<file path="src/rtl/fetch_unit_if.sv">
// Fetch-stage bus bundle: instruction memory port, redirect request from execute,
// and the valid/ready (pc, instruction) stream towards decode.
interface fetch_unit_if;
   logic [31:0] imem_addr;
   logic [31:0] imem_rdata;
   logic        redirect_valid;
   logic [31:0] redirect_pc;
   logic        out_valid;
   logic        out_ready;
   logic [31:0] out_pc;
   logic [31:0] out_instr;
   logic        out_fault;

   modport master (
      output imem_addr, out_valid, out_pc, out_instr, out_fault,
      input  imem_rdata, redirect_valid, redirect_pc, out_ready
   );

   modport slave (
      input  imem_addr, out_valid, out_pc, out_instr, out_fault,
      output imem_rdata, redirect_valid, redirect_pc, out_ready
   );
endinterface

</file>
<file path="src/rtl/fetch_unit.sv">
// RV32I fetch stage: owns the PC, tracks one registered imem read, buffers results in a
// small FIFO for decode. Optional FETCH_MISALIGN_CHECK_EN turns misaligned redirects into a fault entry.
module fetch_unit #(
   parameter logic [31:0] RESET_PC = 32'h0000_0000,
   parameter int unsigned DEPTH    = 2
) (
   input  logic          clk,
   input  logic          reset,
   fetch_unit_if.master  bus
);

   localparam int unsigned PW = (DEPTH > 1) ? $clog2(DEPTH) : 1;
   localparam int unsigned CW = $clog2(DEPTH + 1);
   localparam logic [CW:0] DEPTH_V = (CW + 1)'(DEPTH);
   localparam logic [PW-1:0] LAST_PTR = PW'(DEPTH - 1);
   localparam logic [31:0] NOP_INSTR = 32'h0000_0013;

   localparam logic [1:0] ST_RUN   = 2'd0;
   localparam logic [1:0] ST_FAULT = 2'd1;
   localparam logic [1:0] ST_HALT  = 2'd2;

   logic [31:0]   pc_q;
   logic          req_valid_q;
   logic [31:0]   req_pc_q;
   logic [1:0]    state_q;
   logic [CW-1:0] count_q;
   logic [PW-1:0] rd_ptr_q;
   logic [PW-1:0] wr_ptr_q;
   logic [31:0]   fifo_pc    [DEPTH];
   logic [31:0]   fifo_instr [DEPTH];

   logic [31:0] target_pc;
   logic        target_misaligned;
   logic        fault_active;
   logic        has_head;
   logic        pop;
   logic        pop_fifo;
   logic        pop_fault;
   logic        push;
   logic        issue;
   logic [CW:0] occupancy;

   function automatic logic [PW-1:0] ptr_next(input logic [PW-1:0] p);
      return (p == LAST_PTR) ? '0 : p + 1'b1;
   endfunction

`ifdef FETCH_MISALIGN_CHECK_EN
   assign target_pc         = bus.redirect_pc;
   assign target_misaligned = |bus.redirect_pc[1:0];
`else
   logic unused_low_bits;
   assign unused_low_bits   = ^bus.redirect_pc[1:0];
   assign target_pc         = {bus.redirect_pc[31:2], 2'b00};
   assign target_misaligned = 1'b0;
`endif

   assign fault_active = (state_q == ST_FAULT);
   assign has_head     = (count_q != '0);

   assign bus.imem_addr = pc_q;
   assign bus.out_valid = (has_head | fault_active) & ~bus.redirect_valid;

   assign pop       = bus.out_valid & bus.out_ready;
   assign pop_fifo  = pop & ~fault_active;
   assign pop_fault = pop & fault_active;

   // Slots already claimed: buffered entries plus the read in flight, minus what leaves now.
   assign occupancy = {1'b0, count_q}
                    + {{CW{1'b0}}, req_valid_q}
                    - {{CW{1'b0}}, pop_fifo};

   assign issue = (state_q == ST_RUN) & ~bus.redirect_valid & (occupancy < DEPTH_V);
   assign push  = req_valid_q & ~bus.redirect_valid;

   // While faulting, pc_q still holds the offending target since nothing is issued.
   assign bus.out_pc    = fault_active ? pc_q :
                          (has_head ? fifo_pc[rd_ptr_q] : 32'h0000_0000);
   assign bus.out_instr = fault_active ? NOP_INSTR :
                          (has_head ? fifo_instr[rd_ptr_q] : 32'h0000_0000);

`ifdef FETCH_MISALIGN_CHECK_EN
   assign bus.out_fault = fault_active;
`else
   assign bus.out_fault = 1'b0;
`endif

   // Control: pc, request tracking, FIFO pointers/count, fault state.
   always_ff @(posedge clk or posedge reset) begin
      if (reset) begin
         pc_q        <= RESET_PC;
         req_valid_q <= 1'b0;
         state_q     <= ST_RUN;
         count_q     <= '0;
         rd_ptr_q    <= '0;
         wr_ptr_q    <= '0;
      end else if (bus.redirect_valid) begin
         pc_q        <= target_pc;
         req_valid_q <= 1'b0;
         state_q     <= target_misaligned ? ST_FAULT : ST_RUN;
         count_q     <= '0;
         rd_ptr_q    <= '0;
         wr_ptr_q    <= '0;
      end else begin
         req_valid_q <= issue;
         if (issue) begin
            pc_q <= pc_q + 32'd4;
         end
         if (push) begin
            wr_ptr_q <= ptr_next(wr_ptr_q);
         end
         if (pop_fifo) begin
            rd_ptr_q <= ptr_next(rd_ptr_q);
         end
         case ({push, pop_fifo})
            2'b10:   count_q <= count_q + 1'b1;
            2'b01:   count_q <= count_q - 1'b1;
            default: count_q <= count_q;
         endcase
         if (pop_fault) begin
            state_q <= ST_HALT;
         end
      end
   end

   // Data: request address and FIFO payload; gated by issue/push, so no reset needed.
   always_ff @(posedge clk) begin
      if (issue) begin
         req_pc_q <= pc_q;
      end
      if (push) begin
         fifo_pc[wr_ptr_q]    <= req_pc_q;
         fifo_instr[wr_ptr_q] <= bus.imem_rdata;
      end
   end

endmodule

</file>
<file path="src/flat_wrapper.sv">
// flat-port wrapper written by rule: the top's interface ports become plain ports
module fetch_unit_flat 
#(
   parameter logic [31:0] RESET_PC = 32'h0000_0000,
   parameter int unsigned DEPTH    = 2
)
  (clk, reset, bus_imem_addr, bus_out_valid, bus_out_pc, bus_out_instr, bus_out_fault, bus_imem_rdata, bus_redirect_valid, bus_redirect_pc, bus_out_ready);
  fetch_unit_if bus_i ();
  input  logic clk;
  input  logic reset;
  output wire logic [$bits(bus_i.imem_addr)-1:0] bus_imem_addr;
  output wire logic [$bits(bus_i.out_valid)-1:0] bus_out_valid;
  output wire logic [$bits(bus_i.out_pc)-1:0] bus_out_pc;
  output wire logic [$bits(bus_i.out_instr)-1:0] bus_out_instr;
  output wire logic [$bits(bus_i.out_fault)-1:0] bus_out_fault;
  input wire logic [$bits(bus_i.imem_rdata)-1:0] bus_imem_rdata;
  input wire logic [$bits(bus_i.redirect_valid)-1:0] bus_redirect_valid;
  input wire logic [$bits(bus_i.redirect_pc)-1:0] bus_redirect_pc;
  input wire logic [$bits(bus_i.out_ready)-1:0] bus_out_ready;
  assign bus_imem_addr = bus_i.imem_addr;
  assign bus_out_valid = bus_i.out_valid;
  assign bus_out_pc = bus_i.out_pc;
  assign bus_out_instr = bus_i.out_instr;
  assign bus_out_fault = bus_i.out_fault;
  assign bus_i.imem_rdata = bus_imem_rdata;
  assign bus_i.redirect_valid = bus_redirect_valid;
  assign bus_i.redirect_pc = bus_redirect_pc;
  assign bus_i.out_ready = bus_out_ready;
  fetch_unit #(.RESET_PC(RESET_PC), .DEPTH(DEPTH)) u_core (.clk(clk), .reset(reset), .bus(bus_i));
endmodule
</file>
<file path="config.mk">
export PLATFORM = sky130hd
export DESIGN_NAME = fetch_unit_flat
export DESIGN_NICKNAME = d
export VERILOG_FILES = /design/src/rtl/fetch_unit_if.sv /design/src/rtl/fetch_unit.sv /design/src/flat_wrapper.sv
export SDC_FILE = /design/constraint.sdc
export NUM_CORES = 1
export LEC_CHECK = 0
export ABC_AREA = 1
export BUFFER_PORTS_ARGS = -buffer_cell sky130_fd_sc_hd__buf_2
export CAP_MARGIN = 10
export CORE_ASPECT_RATIO = 0.6
export CORE_MARGIN = 2
export CORE_UTILIZATION = 50
export DETAILED_ROUTE_END_ITERATION = 10
export GPL_TIMING_DRIVEN = 0
export PLACE_DENSITY = 0.77
export SYNTH_ARGS = -nofsm -noshare
export SYNTH_HDL_FRONTEND = slang
export SYNTH_SLANG_ARGS = --single-unit
</file>
<file path="constraint.sdc">
create_clock -name clk -period 9.3 [get_ports clk]
set_input_delay 1.86 -clock clk [delete_from_list [all_inputs] [get_ports clk]]
set_output_delay 1.86 -clock clk [all_outputs]
set_load 0.1 [all_outputs]
</file>
## Word-level counts from Yosys, hierarchy flattened

Memory sizes are Yosys's and may differ from the RTL's.
Index checks and enable logic that the tools add are counted.

| cells by class | value |
|---|---|
| add/subtract/negate cells | 7 |
| muxes and demuxes | 19 |
| order comparisons | 1 |
| bitwise gates (word level) | 10 |
| eq/ne operators | 3 |
| reductions and logical operators | 7 |

Operator list:

| cell | count |
|---|---|
| 32-bit two-way mux | 6 |
| 32-bit by 3-bit adder with 32-bit output, second input constant | 1 |
| 2-bit nonzero test | 5 |
| 1-bit two-way mux | 9 |
| 1-bit bitwise AND | 7 |
| 2-bit two-way mux | 3 |
| 2-bit by 1-bit equality test with 1-bit output, second input constant | 2 |
| 2-bit one-hot mux with 2 select lines | 1 |
| 2-bit by 1-bit adder with 3-bit output | 1 |
| 3-bit by 2-bit less-than comparator with 1-bit output, second input constant | 1 |
| 3-bit nonzero test | 1 |
| 3-bit by 1-bit subtractor with 3-bit output | 1 |
| 1-bit adder, second input constant | 2 |
| 2-bit by 1-bit adder with 2-bit output, second input constant | 1 |
| 2-bit equality test, second input constant | 1 |
| 2-bit zero test | 1 |
| 1-bit inverter | 2 |
| 2-bit by 1-bit subtractor with 2-bit output, second input constant | 1 |
| 1-bit OR | 1 |

| storage, ports and cells | value |
|---|---|
| memories | 2 |
| memory bits (writable) | 128 |
| flip-flop bits (word level) | 71 |
| logic and storage cells | 56 |
| input port bits | 68 |

Memories:

| name | words | bits a word | rd ports | clocked after memory_dff | wr ports | line | source |
|---|---|---|---|---|---|---|---|
| u_core.fifo_instr | 2 | 32 | 1 | 0 | 1 | fetch_unit.sv:30 | `logic [31:0] fifo_instr [DEPTH];` |
| u_core.fifo_pc | 2 | 32 | 1 | 0 | 1 | fetch_unit.sv:29 | `logic [31:0] fifo_pc [DEPTH];` |

## Logic depth before layout (Yosys ltp)

| depth | value |
|---|---|
| depth in word-level cells | 10 |
| depth in mapped cells | 15 |

## Least setup slack after synthesis

OpenSTA, ideal clock, no wires.

| timing | value |
|---|---|
| path type | input port to flip-flop |
| start | input bus_redirect_valid |
| end | memory u_core.fifo_instr[0][0], enable pin |
| buffers on the path | 1 |
| data required time | 8.817 ns |
| setup slack | 3.907 ns |
| stages | 4 |
| data arrival time | 4.910 ns |
| setup time | 0.483 ns |
| cells stage by stage | buf_2 inv_1 nand2_1 nor2_1 |

| between the ends | value |
|---|---|
| word-level cells in the longest chain between the ends | 4 |

Ends and longest elaborated chain:

| what | line | source |
|---|---|---|
| start: declaration | flat_wrapper.sv:17 | `input wire logic [$bits(bus_i.redirect_valid)-1:0] bus_redirect_valid;` |
| 1-bit inverter | fetch_unit.sv:73 | `assign push = req_valid_q & ~bus.redirect_valid;` |
| 1-bit bitwise AND | fetch_unit.sv:73 |  |
| 1-bit two-way mux | fetch_unit.sv:130 | `if (push) begin` |
| 1-bit two-way mux (not written as such) | fetch_unit.sv:132 | `fifo_instr[wr_ptr_q] <= bus.imem_rdata;` |
| end: declaration | fetch_unit.sv:30 |  |

No other way between the ends.

## Worst setup path in the final report

| timing | value |
|---|---|
| start | input bus_redirect_valid |
| end | output bus_out_valid |

| between the ends | value |
|---|---|
| word-level cells in the longest chain between the ends | 2 |

Ends and longest elaborated chain:

| what | line | source |
|---|---|---|
| 1-bit inverter | fetch_unit.sv:61 | `assign bus.out_valid = (has_head \| fault_active) & ~bus.redirect_valid;` |
| 1-bit bitwise AND | fetch_unit.sv:61 |  |
| end: declaration | flat_wrapper.sv:12 | `output wire logic [$bits(bus_i.out_valid)-1:0] bus_out_valid;` |

No other way between the ends.

==> qor_table.md <==
| Group | Quantity | Reported |
|:---|:---|:---|
| clock network | Insertion delay of the later-clocked pin in the worst-skew pair | 0.43 ns |
| timing | Share of the clock period used by the worst path after layout | 51.9% |
| clock network | Clock root cell | sky130_fd_sc_hd__clkbuf_16 |
| final layout | Antenna cells | 0 |
| setup path | Worst endpoint required time | 7.44 ns |
| detailed routing | Average detailed-routed wire length per instance | 15.9 µm |
| final layout | Area occupied by registers | 5530 µm² |
| die | Chip Height | 103 µm |
| place | Routability cong. | 0.918 |
| final layout | Multi-input gate area in the final layout | 2210 µm² |
| min path | Cell depth of the worst hold path | 0 |
| final layout | Nets@finish | 1,035 |
| global route | Largest net degree at the start of global routing | 40 |
| min path | Hold wc startpoint | u_core.req_pc_q[13]$_DFFE_PP_ |
| clock network | # resized after CTS | 0 |
| logic synthesis | Post-synthesis instance area | 8110 µm² |
| timing | Slew @ Worst Pin | 0.964 ns |
| global route | Global Route Usage Sum | 22.1% |
| setup path | Critical path peak fanout | 10 |
| clock network | H-tree lvl count | 4 |
| setup path | Signal arrival time at the worst endpoint | 2.97 ns |
| setup path | Worst setup path startpoint | bus_redirect_valid |
| detailed routing | Antenna viol nets, final | 0 |
| detailed routing | Drt pass-1 iters | 5 |
| final layout | Layout-stage area growth over the synthesis result | 21.4% |
| die | Area enclosed by the die boundary | 17,300 µm² |
| min path | Worst min-delay path class | flip-flop to flip-flop |
| run | Max-capacitance violation count | 0 |
| logic synthesis | Number of flip-flops and latches in the synthesized netlist | 190 |
| clock network | Reg clk slew, reported paths | 0.08 ns |
| timing | Final setup vio count | 0 |
| die | Initial core utilization | 50.6% |
| detailed routing | Via count | 6,009 |
| timing | Hold violation count in the final report | 0 |
| setup path | FF-to-FF Start | u_core.count_q[1]$_DFFE_PP0P_ |
| logic synthesis | Share of the synthesized area in the top cell type | 57.0% |
| setup path | Worst path cell trace | buf_2 -> buf_1 -> nor2_1 -> buf_2 |
| final layout | Most common cell after layout, fill and taps aside | sky130_fd_sc_hd__nand2_1 |
| detailed routing | Detailed router's first-iteration violation count | 550 |
| timing | Setup repair after global routing missed its margin | false |
| die | Width of the die | 168 µm |
| timing | Slew headroom | 35.7% |
| detailed routing | Count of unresolved DRC violations after routing | 0 |
| global route | Residual overflow from global routing | 0 |
| clock network | CTS sink cnt | 190 |
| setup path | Type of element launching the critical path | primary input |
| global route | Wire length of the first global-routing pass | 28.7 mm |
| setup path | Worst reg-to-reg setup slack | 5.50 ns |
| place | Detailed-placement wirelength estimate | 13.2 mm |
| die | Number of I/O pins | 166 |
| detailed routing | Detailed-route wire length | 18.8 mm |
| clock network | CTS tree | yes |
| setup path | Endpoint of the most critical register-to-register path | u_core.req_pc_q[14]$_DFFE_PP_ |
| setup path | Critical Path Slowest Stage Cell | sky130_fd_sc_hd__buf_1 |
| global route | Via count of the first global-routing pass | 5,445 |
| clock network | Buffer depth of the longest clock path | 2 |
| setup path | Type of the setup path with the least slack | primary input to output pin |
| logic synthesis | Yosys synthesis warning count | 0 |
| run status | Outcome | completed |
| logic synthesis | Mapped Cells | 780 |
| logic synthesis | Mean Syn Cell Area | 10.4 µm² |
| logic synthesis | Area leader, netlist | sky130_fd_sc_hd__edfxtp_1 |
| clock network | Cts hold-fix bufs | 0 |
| global route | Antenna violations before repair | 1 |
| logic synthesis | Top cells by area in the synthesized netlist | sky130_fd_sc_hd__edfxtp_1, sky130_fd_sc_hd__nand2_1, sky130_fd_sc_hd__dfrtp_1 |
| timing | Final TNS setup | 0 ns |
| place | IO buf count | 157 |
| timing | Max Fclk | 207 MHz |
| timing | Worst-case clock skew | 0.0183 ns |
| setup path | Worst Reg-to-Reg Cells | 10 |
| timing | Crit path time final | 4.83 ns |
| logic synthesis | Sequential share of the synthesized area | 68.1% |
| final layout | Commonest cells after routing, fill and taps aside | sky130_fd_sc_hd__nand2_1, sky130_fd_sc_hd__buf_2, sky130_fd_sc_hd__edfxtp_1 |
| clock network | CTS buffer count | 17 |
| setup path | Delay of the slowest cell on the worst path | 0.50 ns |
| die | Core Footprint | 16,000 µm² |
| clock network | Buffer count from post-CTS setup fixing | 0 |
| min path | Hold endpoint | u_core.fifo_pc[0][13]$_DFFE_PP_ |
| final layout | Fraction of layout instances using a drive strength above 1 | 22.5% |
| die | Number of core rows | 36 |
| final layout | Filler cells | 1,337 |
| setup path | Crit path top cell by count | sky130_fd_sc_hd__buf_2 |
| logic synthesis | Post-synthesis cell type count | 31 |
| detailed routing | Per-cell via count in the routed design | 5.07 |
| timing | Number of pins with negative max-slew slack in the final report | 0 |
| setup path | Kind of end point of the critical path | output pin |
-- cells by family after synthesis --
family          share of synthesized area [%]
flops                                    68.1
compound gates                           6.11
other cells                            0.0462
xor+xnor                                 1.08
fa+ha+maj                               0.555
buf+inv                                  4.94
simple gates                             19.1
-- synthesized netlist by cell type --
cell	n
sky130_fd_sc_hd__xor2_1	9
sky130_fd_sc_hd__nand2_2	1
sky130_fd_sc_hd__buf_6	2
sky130_fd_sc_hd__clkbuf_1	16
sky130_fd_sc_hd__o21ai_0	22
sky130_fd_sc_hd__conb_1	1
sky130_fd_sc_hd__fa_1	1
sky130_fd_sc_hd__xnor2_1	1
sky130_fd_sc_hd__nor3_1	2
sky130_fd_sc_hd__buf_2	4
sky130_fd_sc_hd__nor2_2	5
sky130_fd_sc_hd__inv_6	1
sky130_fd_sc_hd__nand3_1	38
sky130_fd_sc_hd__a21oi_1	65
sky130_fd_sc_hd__nand3b_1	1
sky130_fd_sc_hd__nor3_2	1
sky130_fd_sc_hd__o211ai_1	5
sky130_fd_sc_hd__and2_1	3
sky130_fd_sc_hd__inv_1	60
sky130_fd_sc_hd__nand2_1	290
sky130_fd_sc_hd__nor2_4	1
sky130_fd_sc_hd__or2_2	2
sky130_fd_sc_hd__o21bai_1	3
sky130_fd_sc_hd__inv_2	2
sky130_fd_sc_hd__nor2_1	41
sky130_fd_sc_hd__buf_1	5
sky130_fd_sc_hd__ha_1	2
sky130_fd_sc_hd__nand2_4	1
sky130_fd_sc_hd__edfxtp_1	154
sky130_fd_sc_hd__buf_4	5
sky130_fd_sc_hd__dfrtp_1	36
-- area by class of cell --
cell class / count / share of cell area [%]
tap: 209 / 2.66
clock buffer: 17 / 4.32
buffer: 32 / 1.61
timing repair buffer: 161 / 8.80
sequential: 190 / 56.1
clock inverter: 15 / 1.53
multi-input combinational: 499 / 22.5
inverter: 63 / 2.45
-- worst max-delay path, delay by kind of cell --
family / cells / cell delay [ns]
AND/OR/NAND/NOR: 1 / 0.09
buffers and inverters: 3 / 1.01
-- state kept, by name, summed over array words and instances, names as in the netlist --
signal                count
u_core.bus.imem_addr     30
u_core.count_q            2
u_core.fifo_instr        64
u_core.fifo_pc           60
u_core.rd_ptr_q           1
u_core.req_pc_q          30
u_core.req_valid_q        1
u_core.state_q            1
u_core.wr_ptr_q           1
-- worst max path at each step --
stage	slack, ns	cells after the start	endpoint
2_1_floorplan	3.91	4	u_core.fifo_instr[0][0]$_DFFE_PP_
5_1_grt	4.42	4	bus_out_valid
3_3_place_gp	2.22	4	u_core.fifo_instr[1][30]$_DFFE_PP_
4_1_cts	4.45	4	bus_out_valid
6_report	4.47	4	bus_out_valid
3_5_place_dp	4.25	10	u_core.req_pc_q[13]$_DFFE_PP_
-- layer usage --
metal  wire length (µm)  track usage, %  share of wire [%]
met1               8750            31.6                 47
met2               8370            34.5                 44
met3               1590            6.45                8.4
met4                 87            4.18               0.46
met5                 13               0              0.069
-- stage by stage --
stage               std cells  util (%)  cell area, µm²  setup slack [ns]  hold WS [ns]
floorplan                 784         -            8120              3.91         0.421
global placement         1150      57.2            9170              2.22         0.424
detailed placement       1154      57.8            9270              4.25         0.430
CTS                      1186      61.4            9840              4.45         0.439
global route             1186      61.4            9840              4.42         0.453
finish                   1186      61.4            9840              4.47         0.438
Power is left out: the tool's default activity adds up to more than one toggle a clock period on the data nets, which glitch-free logic cannot reach.
